**src/rtl/seven_segment_scan_decoder.sv**
```systemverilog
// Reads back a multiplexed active-low 7-segment bus and holds one debounced BCD code per digit.
// Each capture needs a settled one-hot select window, and each commit needs repeated identical captures.
module seven_segment_scan_decoder #(
   parameter int unsigned NUM_DIGITS    = 8,
   parameter int unsigned SETTLE_CYCLES = 4,
   parameter int unsigned STABLE_SCANS  = 2
) (
   input  logic                    CLK,
   input  logic                    RST,
   input  logic [NUM_DIGITS-1:0]   AN,
   input  logic [6:0]              SEG,
   output logic [4*NUM_DIGITS-1:0] DIGITS,
   output logic [NUM_DIGITS-1:0]   DIGIT_VALID,
   output logic [NUM_DIGITS-1:0]   ERR,
   output logic                    UPDATE
);

   localparam int unsigned IW = (NUM_DIGITS > 1) ? $clog2(NUM_DIGITS) : 1;
   localparam int unsigned CW = $clog2(SETTLE_CYCLES + 1);
   localparam int unsigned SW = $clog2(STABLE_SCANS + 1);
   localparam logic [CW-1:0] SETTLE_MAX = CW'(SETTLE_CYCLES);
   localparam logic [SW-1:0] STABLE_MAX = SW'(STABLE_SCANS);

   logic [NUM_DIGITS-1:0] r_an_q;
   logic [6:0]            r_seg_q;
   logic [CW-1:0]         r_settle;
   logic [3:0]            r_cand [NUM_DIGITS];
   logic [SW-1:0]         r_cnt  [NUM_DIGITS];
   logic [3:0]            r_dig  [NUM_DIGITS];
   logic [NUM_DIGITS-1:0] r_valid;
   logic [NUM_DIGITS-1:0] r_err;
   logic                  r_update;
   logic                  r_pend;
   logic [IW-1:0]         r_pend_idx;
   logic [3:0]            r_pend_code;

   logic [NUM_DIGITS-1:0] w_an_n;
   logic                  w_legal;
   logic                  w_same;
   logic                  w_capture;
   logic [IW-1:0]         w_idx;
   logic [3:0]            w_code;
   logic                  w_match;
   logic [SW-1:0]         w_cnt_nxt;

   // Settle tracking compares the incoming select against AN_q, so the counter
   // moves on the same edge that loads AN_q and capture lands on edge SETTLE_CYCLES.
   always_comb begin
      w_an_n  = ~AN;
      w_legal = (w_an_n != '0) && ((w_an_n & (w_an_n - 1'b1)) == '0);
      w_same  = (AN == r_an_q);
      w_capture = w_legal && w_same && (r_settle == SETTLE_MAX - 1'b1);
      w_idx = '0;
      for (int unsigned i = 0; i < NUM_DIGITS; i++) begin
         if (w_an_n[i]) w_idx = IW'(i);
      end
   end

   always_comb begin
      unique case (r_seg_q)
         7'b0000001: w_code = 4'h0;
         7'b1001111: w_code = 4'h1;
         7'b0010010: w_code = 4'h2;
         7'b0000110: w_code = 4'h3;
         7'b1001100: w_code = 4'h4;
         7'b0100100: w_code = 4'h5;
         7'b0100000: w_code = 4'h6;
         7'b0001111: w_code = 4'h7;
         7'b0000000: w_code = 4'h8;
         7'b0000100: w_code = 4'h9;
         7'b1111111: w_code = 4'hF;
         default:    w_code = 4'hE;
      endcase
   end

   always_comb begin
      w_match   = (w_code == r_cand[w_idx]);
      w_cnt_nxt = 1'b1;
      if (w_match) begin
         w_cnt_nxt = (r_cnt[w_idx] == STABLE_MAX) ? STABLE_MAX : r_cnt[w_idx] + 1'b1;
      end
   end

   always_ff @(posedge CLK) begin
      if (RST) begin
         r_an_q      <= '1;
         r_seg_q     <= '1;
         r_settle    <= '0;
         r_valid     <= '0;
         r_err       <= '0;
         r_update    <= 1'b0;
         r_pend      <= 1'b0;
         r_pend_idx  <= '0;
         r_pend_code <= 4'hF;
         for (int unsigned i = 0; i < NUM_DIGITS; i++) begin
            r_cand[i] <= 4'hF;
            r_cnt[i]  <= '0;
            r_dig[i]  <= 4'hF;
         end
      end else begin
         r_an_q   <= AN;
         r_seg_q  <= SEG;
         r_update <= 1'b0;

         if (!w_legal || !w_same) r_settle <= '0;
         else if (r_settle != SETTLE_MAX) r_settle <= r_settle + 1'b1;

         r_pend <= 1'b0;
         if (w_capture) begin
            r_cand[w_idx] <= w_code;
            r_cnt[w_idx]  <= w_cnt_nxt;
            r_pend        <= (w_cnt_nxt == STABLE_MAX);
            r_pend_idx    <= w_idx;
            r_pend_code   <= w_code;
         end

         if (r_pend && (!r_valid[r_pend_idx] || r_pend_code != r_dig[r_pend_idx])) begin
            r_dig[r_pend_idx]   <= r_pend_code;
            r_valid[r_pend_idx] <= 1'b1;
            r_err[r_pend_idx]   <= (r_pend_code == 4'hE);
            r_update            <= 1'b1;
         end
      end
   end

   always_comb begin
      for (int unsigned i = 0; i < NUM_DIGITS; i++) DIGITS[4*i +: 4] = r_dig[i];
   end

   assign DIGIT_VALID = r_valid;
   assign ERR         = r_err;
   assign UPDATE      = r_update;

endmodule
```
**config.mk**
```make
export PLATFORM = sky130hd
export DESIGN_NAME = seven_segment_scan_decoder
export DESIGN_NICKNAME = d
export VERILOG_FILES = /design/src/rtl/seven_segment_scan_decoder.sv
export SDC_FILE = /design/constraint.sdc
export NUM_CORES = 1
export LEC_CHECK = 0
export ABC_AREA = 1
export BUFFER_PORTS_ARGS = -buffer_cell sky130_fd_sc_hd__buf_2
export CORE_UTILIZATION = 35
export DETAILED_ROUTE_END_ITERATION = 8
export HOLD_SLACK_MARGIN = 0.12
export SLEW_MARGIN = 20
export SYNTH_ARGS = -nofsm -noshare
export SYNTH_HDL_FRONTEND = slang
export SYNTH_SLANG_ARGS = --single-unit
```
**constraint.sdc**
```tcl
create_clock -name CLK -period 2.6 [get_ports CLK]
set_clock_uncertainty 0.2 [all_clocks]
set_input_delay 0.13 -clock CLK [delete_from_list [all_inputs] [get_ports CLK]]
set_output_delay 0.13 -clock CLK [all_outputs]
set_load 0.02 [all_outputs]
```
# Word-level counts from Yosys, hierarchy flattened
# Memories as Yosys holds them, arrays and structs flattened. A register that Yosys moved wholly into a read port is not among the register bits.
# Index checks and enable logic that the tools add are counted.
[classes] magnitude_cmp=2 n_reduce_logical=18 eq_ne=18 n_bitwise=4 n_addsub=3 n_mux=34
[op_table] operator="$pmux W4 S11" n=1
[op_table] operator="$mux W3" n=11
[op_table] operator="$eq A7 B7 Y1 const B" n=3
[op_table] operator="$eq A7 B3 Y1 const B" n=2
[op_table] operator="$eq A7 B6 Y1 const B" n=2
[op_table] operator="$mux W1" n=14
[op_table] operator="$and A8 B8 Y8" n=1
[op_table] operator="$bwmux W8" n=1
[op_table] operator="$eq A8 B8 Y1" n=1
[op_table] operator="$logic_not A8 Y1" n=1
[op_table] operator="$mux W4" n=2
[op_table] operator="$not A8 Y8" n=1
[op_table] operator="$or A8 B8 Y8" n=1
[op_table] operator="$reduce_bool A8 Y1" n=1
[op_table] operator="$reduce_or A4 Y1" n=2
[op_table] operator="$sub A8 B1 Y8 const B" n=1
[op_table] operator="$eq A7 B1 Y1 const B" n=1
[op_table] operator="$eq A7 B4 Y1 const B" n=1
[op_table] operator="$eq A7 B5 Y1 const B" n=1
[op_table] operator="$logic_not A7 Y1" n=1
[op_table] operator="$mux W2" n=3
[op_table] operator="$reduce_or A2 Y1" n=3
[op_table] operator="$logic_and A1 B1 Y1" n=5
[op_table] operator="$eq A2 B2 Y1 const B" n=2
[op_table] operator="14 further kinds" n=17
[word_totals] register_bits=43 in_bits=17 ramBits=80 out_inout_bits=49 n_memories=3 word_cells=91
[memory_table] name="r_cand" depth=8 width=4 rd=1 rd_ports_with_merged_regs=0 wr=8 line_no="27" rtl="logic [3:0] r_cand [NUM_DIGITS];"
[memory_table] name="r_dig" depth=8 width=4 rd=9 rd_ports_with_merged_regs=1 wr=8 line_no="29" rtl="logic [3:0] r_dig [NUM_DIGITS];"
[memory_table] name="r_cnt" depth=8 width=2 rd=1 rd_ports_with_merged_regs=0 wr=8 line_no="28" rtl="logic [SW-1:0] r_cnt [NUM_DIGITS];"

# Longest topological paths before layout
# Gate-level depths: netlist of run 1.
# An unclocked memory read counts as a cell.
[depth] word_depth=13 mapped_depth=19 ltp_nobuf=18

# Least setup slack after synthesis of run 1
# No wires, ideal clock.
[synth_timing] kind="reg-to-reg" from="reg r_an_q[4]" to="mem r_cand[0][0], enable pin" path_buffers=0 path_slack_ps=458 arrival_time_ps=1624 required_time_ps=2082 stages_incl_launch_ff=12 period_less_slack_ps=2142 setup_time_ps=318 cell_sequence="dfxtp_1 > xnor2_1 > inv_1 > nor2_1 > nand2_1 > nor4_2 > nand2_1 > inv_2 > nand3_4 > nor2_4 > inv_2 > nand2_1"
[synth_lines] item="start: declaration" line_no="24" rtl="logic [NUM_DIGITS-1:0] r_an_q;"
[synth_lines] item="start signal: assignment" line_no="86" rtl="r_an_q <= '1;"
[synth_lines] item="start signal: assignment" line_no="101" rtl="r_an_q <= AN;"
[synth_lines] item="end: declaration" line_no="27"

==> results of run 1 <==
sequential cells by signal, indices dropped and copies added (netlist names), 4 cells and up, named ones only:
name / flops
r_cand: 32
r_dig: 32
r_cnt: 16
DIGIT_VALID: 8
ERR: 8
r_an_q: 8
r_seg_q: 7
r_pend_code: 4
how the worst max path moves through the flow:
| stage | end | slack [ns] | depth (start not counted) |
|---|---|---|---|
| after detailed placement | r_cnt[7][1] | -0.01 | 16 |
| final | r_cnt[7][1] | 0.14 | 13 |
| after CTS | r_dig[3][1] | 0.04 | 11 |
| after global routing | r_dig[0][2] | -0.003 | 11 |
| after global placement | r_cnt[0][1] | -0.004 | 16 |
| after floorplan | r_cand[0][0] | 0.46 | 11 |
synth_stat cells, types with 5 or more instances:
master,count
nor2_1,66
edfxtp_1,80
clkbuf_1,9
clkinv_1,7
dfxtp_1,46
or2_2,8
o21ai_1,5
a21oi_1,12
nor3_1,9
nor2_4,9
nand2_1,234
o21ai_0,38
inv_2,21
nand4_1,9
nand2_2,5
buf_2,5
o22ai_1,5
nor2_2,16
nand3_1,58
inv_1,59
worst reg2reg max path: cells and delay by family (launching register included):
| kind | cells | cell delay, ns |
|---|---|---|
| flops | 1 | 0.44 |
| compound gates | 1 | 0.12 |
| buf+inv | 1 | 0.14 |
| xor+xnor | 1 | 0.15 |
| simple gates | 9 | 1.07 |
per-stage QoR:
stage	instances	setup TNS [ns]	util
2_1_floorplan	739	0	-
3_3_place_gp	1044	-0.0115	0.403
3_5_place_dp	1044	-0.0150	0.403
4_1_cts	1092	0	0.446
5_1_grt	1093	-0.00689	0.454
6_report	1093	0	0.454
layer usage:
layer	GRT usage	vias to the layer above
met2	0.280	159
li1	-	2644
met5	0	-
met3	0.0428	27
met4	0.0743	0
met1	0.236	2391
timing repair:
| action | CTS | global route |
|---|---|---|
| endpoints found under the setup margin | 0 | 132 |
| hold buffers | 16 | 0 |
| endpoints found under the hold margin | 28 | 0 |
| gates resized for setup | 0 | 34 |
| setup buffers | 0 | 1 |
final cells by class:
class,instances,area [um^2],share of cell area
sequential,126,3320,0.425
multi-input combinational,505,2530,0.323
timing repair buffer,118,776,0.0992
clock buffer,17,425,0.0544
inverter,87,327,0.0417
tap,225,282,0.0360
clock inverter,15,161,0.0206
where the power goes:
part / leakage [nW] / switching [mW] / internal (mW)
registers: 0.991 / 0.0135 / 2.14
logic: 1.83 / 0.213 / 0.112
clock network: 0.273 / 0.938 / 1.42
logic make-up (layout without fill, tap and decap cells):
group	count (synthesis)	count (layout)	share of synthesized area
AOI/OAI and AO/OA	72	72	0.0661
xor gates and xnor gates	7	7	0.00994
adders and majority gates	4	4	0.00811
buffers and inverters	108	237	0.0716
DFF	126	126	0.539
and+or+nand+nor	422	422	0.306
==> impl_results.md, run 1 <==
- Status: finished with violations
- Violated checks: DRC
- Share of cells above drive strength 1: 0.255
- Die width: 135 um
- YS warnings: 0
- Distinct cells, synth: 41
- Worst Hold Endpoint: r_pend_idx[1]
- Tcrit/Tclk final: 0.947
- Antenna Violating Nets Remaining: 0
- Bufs and invs on worst path: 5
- Worst Setup SP: AN[3]
- Top cells by area, synth: edfxtp_1, dfxtp_1, nand2_1
- Clock tree root buffer cell: clkbuf_16
- CP Class: input port to register
- Syn Inst Count: 739
- Data arrival, critical path: 2.43 ns
- Max Clock Freq: 406 MHz
- Biggest area consumer among synthesized cells: edfxtp_1
- Syn nets: 760
- I/O pins: 66
- Fin. max-slew vios: 0
- Tot Pwr: 4.84 mW
- CTS buffer count: 17
- CTS tree: done
- Initial antenna violation count: 0
- Global-route wire length before repair: 24600 um
- Longest Clk Path Bufs: 2
- Starting Density: 0.358
- Clock Sinks: 126
- Slowest stage cell, crit path: dlygate4sd3_1
- Hold WC Path Type: input port to register
- Final hold viol count: 0
- WL per Instance: 14.2 um
- WL met1: 7140 um
- Vias in the first global route: 4821
- Vias per cell: 4.78
- Post-layout min period: 2.46 ns
- Area Growth Syn to Fin: 26.8%
- DIE HEIGHT: 135 um
- Ys flop type: edfxtp_1
- Register area share after synthesis: 0.539
- Yosys reg bits: 126
- Total Routed Length: 15500 um
- Post-synth top area share: 0.389
- RSZ-0062 raised after global routing: true
- Gpl congestion: 0.855
- Required @ worst endpoint: 2.57 ns
- Max incr delay on CP: 0.59 ns
- Post-synth ARST share: 0
- P_leak: 3.09 nW
- FF-to-FF path depth: 12
- Crit path launch type: input port
- Most frequent cells in the layout: nand2_1, edfxtp_1, nor2_1, buf_2, inv_1
- Area after DPL: 6950 um^2
- Pre-CTS WS: -0.0114 ns
- Slew at the pin with the worst max-slew slack: 0.498 ns
- Min-delay src: AN[7]
- H-tree levels: 4
- Avg Inst Size Synth: 8.35 um^2
- Mapped Area: 6170 um^2
- Diode count: 0
- Routed met3 length: 891 um
- Design Area, Final: 7820 um^2
- CP cell instances: buf_2 > dlygate4sd3_1 > nand2_2 > buf_4 > nor2_4 > inv_1 > nor2_1 > inv_1 > o22ai_1 > a2111o_1 > ha_1 > nand3_4 > nor2_1
- CTS clk-pin slew, worst paths: 0.06 ns
- Pwr Density: 619 nW/um^2
- Fillers: 1672
- Wire length on met2: 7140 um
- Maxcap violations: 0
- Largest net degree at the start of global routing: 29
- Worst hold slack: 0.150 ns
- Crit path max fanout: 9
- EDFF count, synth: 80
- Via count: 5221
- Most common cell after layout, fill and taps aside: nand2_1
- Worst Setup End Kind: register
- All-Layer GR Usage: 0.179
- Core box area: 17200 um^2
- CP top delay family: buffers and inverters
- Number of DRC markers in iteration 0: 350
- FF-to-FF setup slack: 0.23 ns
- # nets final: 876
- # setup viols final: 0
- DRT Pass-1 Iters: 7
- Hold Crit Depth: 4
- Die area: 18200 um^2
- Clock latency on the worst-skew pair: 0.42 ns
- Num rows: 48
- Final WS setup: 0.137 ns
- Rel. slew slack: 0.665
- Top sig layer: met4
- Post-DP HPWL: 11400 um
- PortBufs: 65
- Reg2reg end: r_dig[0][2]
- Gr ovfl total: 0
- DRC viols: 1
- Maximum VDD drop: 460 uV
Note: power is estimated with default switching activity, not from simulation.
==> inputs of run 2 (changes only) <==
- PLACE_DENSITY_LB_ADDON: unset -> 0.3
==> run 2 against run 1 <==
- the run now ends clean
- total power up 3.5%
- sequential cell count stayed put
- sequential power about the same
- critical path depth shrank 1
- first-iteration DRC count is 5.7% lower
- worst hold slack gained 0.012 ns
- clock power rose by 7%
- highest routed layer unchanged
==> impl_results.md, run 2 (synthesis results as in run 1) <==
- TNS Setup: 0 ns
- Fin. max-slew vios: 0
- Crit path launch type: input port
- Non-Filler Instances: 1090
- CTS clk-pin slew, worst paths: 0.06 ns
- RSZ-0062 raised after global routing: true
- I/O pins: 66
- Most common cell after layout, fill and taps aside: nand2_1
- Worst Setup End Kind: register
- Critical Path Most Common Cell: nand2_1
- P_leak: 3.11 nW
- Via count: 5199
- Pre-CTS WS: -0.0291 ns
- Bufs and invs on worst path: 5
- Vias per cell: 4.77
- Status: finished, final reports clean
- CP cell instances: buf_2 > dlygate4sd3_1 > inv_1 > o21ai_1 > nand2_1 > nor4_2 > nand2_1 > inv_2 > nand3_4 > nor2_4 > inv_2 > nand2_1
- Design Area, Final: 7790 um^2
- Post-layout min period: 2.51 ns
- Starting Density: 0.358
- Maxcap violations: 0
- # placed instances: 1041
- H-tree levels: 4
- Global-route wire length before repair: 25000 um
- Number of DRC markers in iteration 0: 330
- Area after DPL: 6910 um^2
- Maximum VDD drop: 370 uV
- Total Routed Length: 15600 um
- Slew at the pin with the worst max-slew slack: 0.483 ns
- Tot Pwr: 5.01 mW
- All-Layer GR Usage: 0.181
- Antenna Violating Nets Remaining: 0
- Rel. slew slack: 0.675
- DRC viols: 0
- Clock Sinks: 126
- Required @ worst endpoint: 2.50 ns
- Largest net degree at the start of global routing: 42
- Clock latency on the worst-skew pair: 0.42 ns
- Most frequent cells in the layout: nand2_1, edfxtp_1, nor2_1
- Gpl congestion: 0.827
- Largest regs: r_cand (32), r_dig (32), r_cnt (16)
- DIE HEIGHT: 135 um
- Share of cells above drive strength 1: 0.232
- Gr ovfl total: 0
- Hold WC Path Type: input port to register
- Final WS setup: 0.0852 ns
- Max Clock Freq: 398 MHz
- Post-DP HPWL: 11300 um
- Core box area: 17200 um^2
- Tcrit/Tclk final: 0.967
- Max incr delay on CP: 0.59 ns
- Vias in the first global route: 4870
- CTS buffer count: 17
- Final hold viol count: 0
- WL per Instance: 14.3 um
- Crit path max fanout: 7
- Diode count: 0
- Die area: 18200 um^2
- Clock tree root buffer cell: clkbuf_16
- Initial antenna violation count: 0
- CTS tree: done
- # setup viols final: 0
- # nets final: 873
- Pwr Density: 643 nW/um^2
- Area Growth Syn to Fin: 26.3%
- Num rows: 48
- Longest Clk Path Bufs: 2
- CP top delay family: simple AND/OR/NAND/NOR gates
- PortBufs: 65
- Post-CTS Setup Bufs: 0
- CP Class: input port to register
- DRT Pass-1 Iters: 5
- Die width: 135 um
- Slowest stage cell, crit path: dlygate4sd3_1
- Data arrival, critical path: 2.41 ns
==> run 2: cell types whose count changed in the layout (fill, tap and decap cells not counted), sizes merged <==
cell         change
clkinv           +1
clkbuf           +3
clkinvlp         -3
buf              -4
inv              -3
bufinv           +2
dlygate4sd3      +1
==> run 2: stage by stage <==
stage	hold WS (ns)	util
after floorplan	0.0124	-
after global placement	0.115	0.401
after detailed placement	0.115	0.401
after CTS	0.144	0.447
after global routing	0.203	0.452
final	0.161	0.452
==> run 2: repair_timing <==
item                                   in CTS  in global routing
endpoints found under the hold margin      24                  0
setup endpoints to repair                   0                134
resized for setup                           0                 20
hold buffers                               17                  0
==> run 2: area by class of cell <==
cell class,instances,area [um^2]
clock buffer,20,447
clock inverter,12,183
fill,1655,9440
inverter,87,327
multi-input combinational,505,2480
sequential,126,3320
tap,225,282
timing repair buffer,115,747
==> run 2: power breakdown <==
part	internal (mW)	switching (mW)	total, mW
combinational	0.109	0.219	0.328
sequential	2.14	0.0131	2.16
clock	1.64	0.892	2.53
total	3.89	1.12	5.01
==> run 2: worst min-delay path: stages <==
cell and delay, ns:
buf_2 0.13, nand2_1 0.15, a21oi_2 0.12, a21oi_1 0.19
==> run 2: per-layer routing <==
layer,track usage,wire length (um)
met1,0.243,7390
met3,0.0383,825
met5,0,0
met2,0.290,7160
met4,0.0605,238
==> run 2: worst paths after layout <==
| check | start | to | slack [ns] | cells past startpoint |
|---|---|---|---|---|
| setup / recovery | AN[2] | r_cnt[1][1] | 0.09 | 12 |
| hold reg to reg | ERR[4] | ERR[4] | 0.27 | 2 |
| setup reg to reg | register | r_dig[2][0] | 0.11 | 11 |
| hold / removal | AN[6] | r_pend_idx[1] | 0.16 | 4 |
==> inputs of run 3 (changes only) <==
- CORE_UTILIZATION: 35 -> 59
- SETUP_SLACK_MARGIN: unset -> 0.1
==> run 3 against run 2 <==
- clock power shrank 8.3%
- worst hold slack got worse by 0.016 ns
- die area down 40%
- critical endpoint is now r_cnt[6][0]
- sequential power barely moved
==> impl_results.md, run 3 (synthesis results as in run 1) <==
- Met2 usage: 0.531
- FF-to-FF path depth: 14
- CP Class: register to register
- # setup viols final: 0
- Logic pwr share: 0.080
- Via count: 6061
- Post-DP HPWL: 10900 um
- Gpl congestion: 0.968
- Initial antenna violation count: 0
- Clock tree root buffer cell: clkbuf_8
- Status: finished, final reports clean
- DIE HEIGHT: 104 um
- Total Routed Length: 18700 um
- Number of DRC markers in iteration 0: 875
- Tcrit/Tclk final: 0.957
- Crit path launch type: register
- H-tree levels: 4
- # nets final: 896
- Most common cell after layout, fill and taps aside: nand2_1
- Longest Clk Path Bufs: 2
- CTS clk-pin slew, worst paths: 0.06 ns
- Data arrival, critical path: 2.58 ns
- Vias per cell: 5.94
- Most frequent cells in the layout: nand2_1, edfxtp_1, buf_2
- Net Sw Power: 1.14 mW
- Crit path max fanout: 10
- Hold Crit Depth: 6
- Pre-CTS WS: 0.0414 ns
- Die width: 104 um
- Largest net degree at the start of global routing: 36
- WL per Instance: 18.3 um
- Final hold viol count: 0
- Reg2reg start: r_seg_q[5]
- Post-layout min period: 2.49 ns
- Reg2reg end: r_cnt[6][0]
- I/O pins: 66
- Final core area utilization: 0.810
- Required @ worst endpoint: 2.69 ns
- Core box area: 9950 um^2
- All-Layer GR Usage: 0.331
- Die area: 10900 um^2
- Sw Ratio: 0.234
- Slew at the pin with the worst max-slew slack: 0.729 ns
- Global-route wire length before repair: 27900 um
- Max Clock Freq: 402 MHz
- Pwr Density: 603 nW/um^2
- Rel. slew slack: 0.513
- P_leak: 3.20 nW
- TNS Setup: 0 ns
- Sequential share of power: 0.444
- Antenna Violating Nets Remaining: 0
- PortBufs: 65
- Vias in the first global route: 5605
- Max incr delay on CP: 0.38 ns
- DRC viols: 0
- CP top delay family: simple AND/OR/NAND/NOR gates
- Met1 usage: 0.425
- Num rows: 36
- CP cell instances: inv_2 > nand2_1 > nor2_1 > nand2_1 > nand2_1 > nor2_2 > nand2_1 > buf_6 > nand3_1 > nand2_1 > nor2_4 > nand3_4 > nand2_1 > inv_1
- Maximum VDD drop: 493 uV
- Fin. max-slew vios: 0
- Starting Density: 0.620
- Maxcap violations: 0
- Worst Hold Endpoint: r_pend_code[3]
- Gr ovfl total: 0
- CTS tree: done
- Diode count: 0
- Internal cell power: 3.72 mW
- Met3 Usage GRT: 0.0833
- Top Usage Layer GRT: met2
- Worst Setup End Kind: register
- Slowest stage cell, crit path: dfxtp_2
- Clk pwr share: 0.476
- Final WS setup: 0.113 ns
- Clock latency on the worst-skew pair: 0.54 ns
- Clock Sinks: 126
- Area Growth Syn to Fin: 30.6%
- FF-to-FF setup slack: 0.11 ns
- Min-delay src: AN[4]
- Largest regs: r_cand (32), r_dig (32), r_cnt (16)
- Critical Path Most Common Cell: nand2_1
- RSZ-0062 raised after global routing: true
- DRT Pass-1 Iters: 6
- CTS buffer count: 17
- Bufs and invs on worst path: 3
- Share of cells above drive strength 1: 0.275
- Hold WC Path Type: input port to register
- Fillers: 521
-- run 3: cell count changes in the layout (fill, tap and decap cells not counted), sizes merged --
cell          before  now
dlygate4sd3       17   37
inv               83   81
dlymetal6s4s       0    1
nand2            239  240
buf               98   99
clkbuf            20   19
bufinv             4    3
clkinv            10   14
-- run 3: what timing repair did --
| action | 4_1_cts | 5_1_grt |
|---|---|---|
| resized for setup | 13 | 70 |
| gates cloned | 0 | 2 |
| endpoints found under the setup margin | 65 | 166 |
| endpoints found under the hold margin | 35 | 0 |
| pin swaps | 0 | 17 |
| setup buffers | 0 | 9 |
| hold buffers | 38 | 0 |
-- run 3: how the worst max path moves through the flow --
stage	cells after the start	endpoint	slack (ns)	from
6_report	14	r_cnt[6][0]	0.11	r_seg_q[5]
3_5_place_dp	12	r_dig[1][3]	0.04	register
2_1_floorplan	11	r_cand[0][0]	0.46	r_an_q[4]
5_1_grt	11	r_dig[4][2]	0.01	r_pend_idx[1]
3_3_place_gp	14	r_cnt[0][1]	0.08	AN[7]
4_1_cts	13	r_dig[7][1]	0.05	register
-- run 3: cell type report --
class                           count  area [um^2]  area share
Clock buffer                       19          422      0.0523
Inverter                           87          332      0.0411
Timing Repair Buffer              137          972       0.121
Multi-Input combinational cell    506         2690       0.333
Tap cell                          133          166      0.0206
Sequential cell                   126         3340       0.414
Clock inverter                     13          148      0.0183
-- run 3: stage by stage --
stage / instances / area [um^2] / hold slack, ns / power (mW)
after floorplan: 739 / 6170 / 0.0124 / 2.40
after global placement: 940 / 6730 / 0.113 / 2.48
after detailed placement: 940 / 6730 / 0.114 / 2.49
after CTS: 1010 / 7720 / 0.130 / 4.79
after global routing: 1021 / 8060 / 0.189 / 4.96
final: 1021 / 8060 / 0.146 / 4.86
-- run 3: metal layers --
layer  share of wire  vias up  wire, um
li1                -     2684         -
met1            0.39     2798      7230
met2            0.47      477      8710
met3            0.10      102      1930
met4           0.043        0       810
met5               0        -         0
-- run 3: worst min-delay path: stages --
cell and delay, ns:
buf_2 0.14, xnor2_1 0.10, nand2_1 0.06, nor3_1 0.06, nand3_2 0.21, o21ai_0 0.12
-- run 3: power by group through the flow --
stage                     clock network [mW]  registers [mW]  logic [mW]
after floorplan                            0            2.19       0.201
after global placement                     0            2.20       0.279
after detailed placement                   0            2.20       0.288
after CTS                               2.29            2.16       0.341
after global routing                    2.38            2.16       0.416
final                                   2.32            2.16       0.389
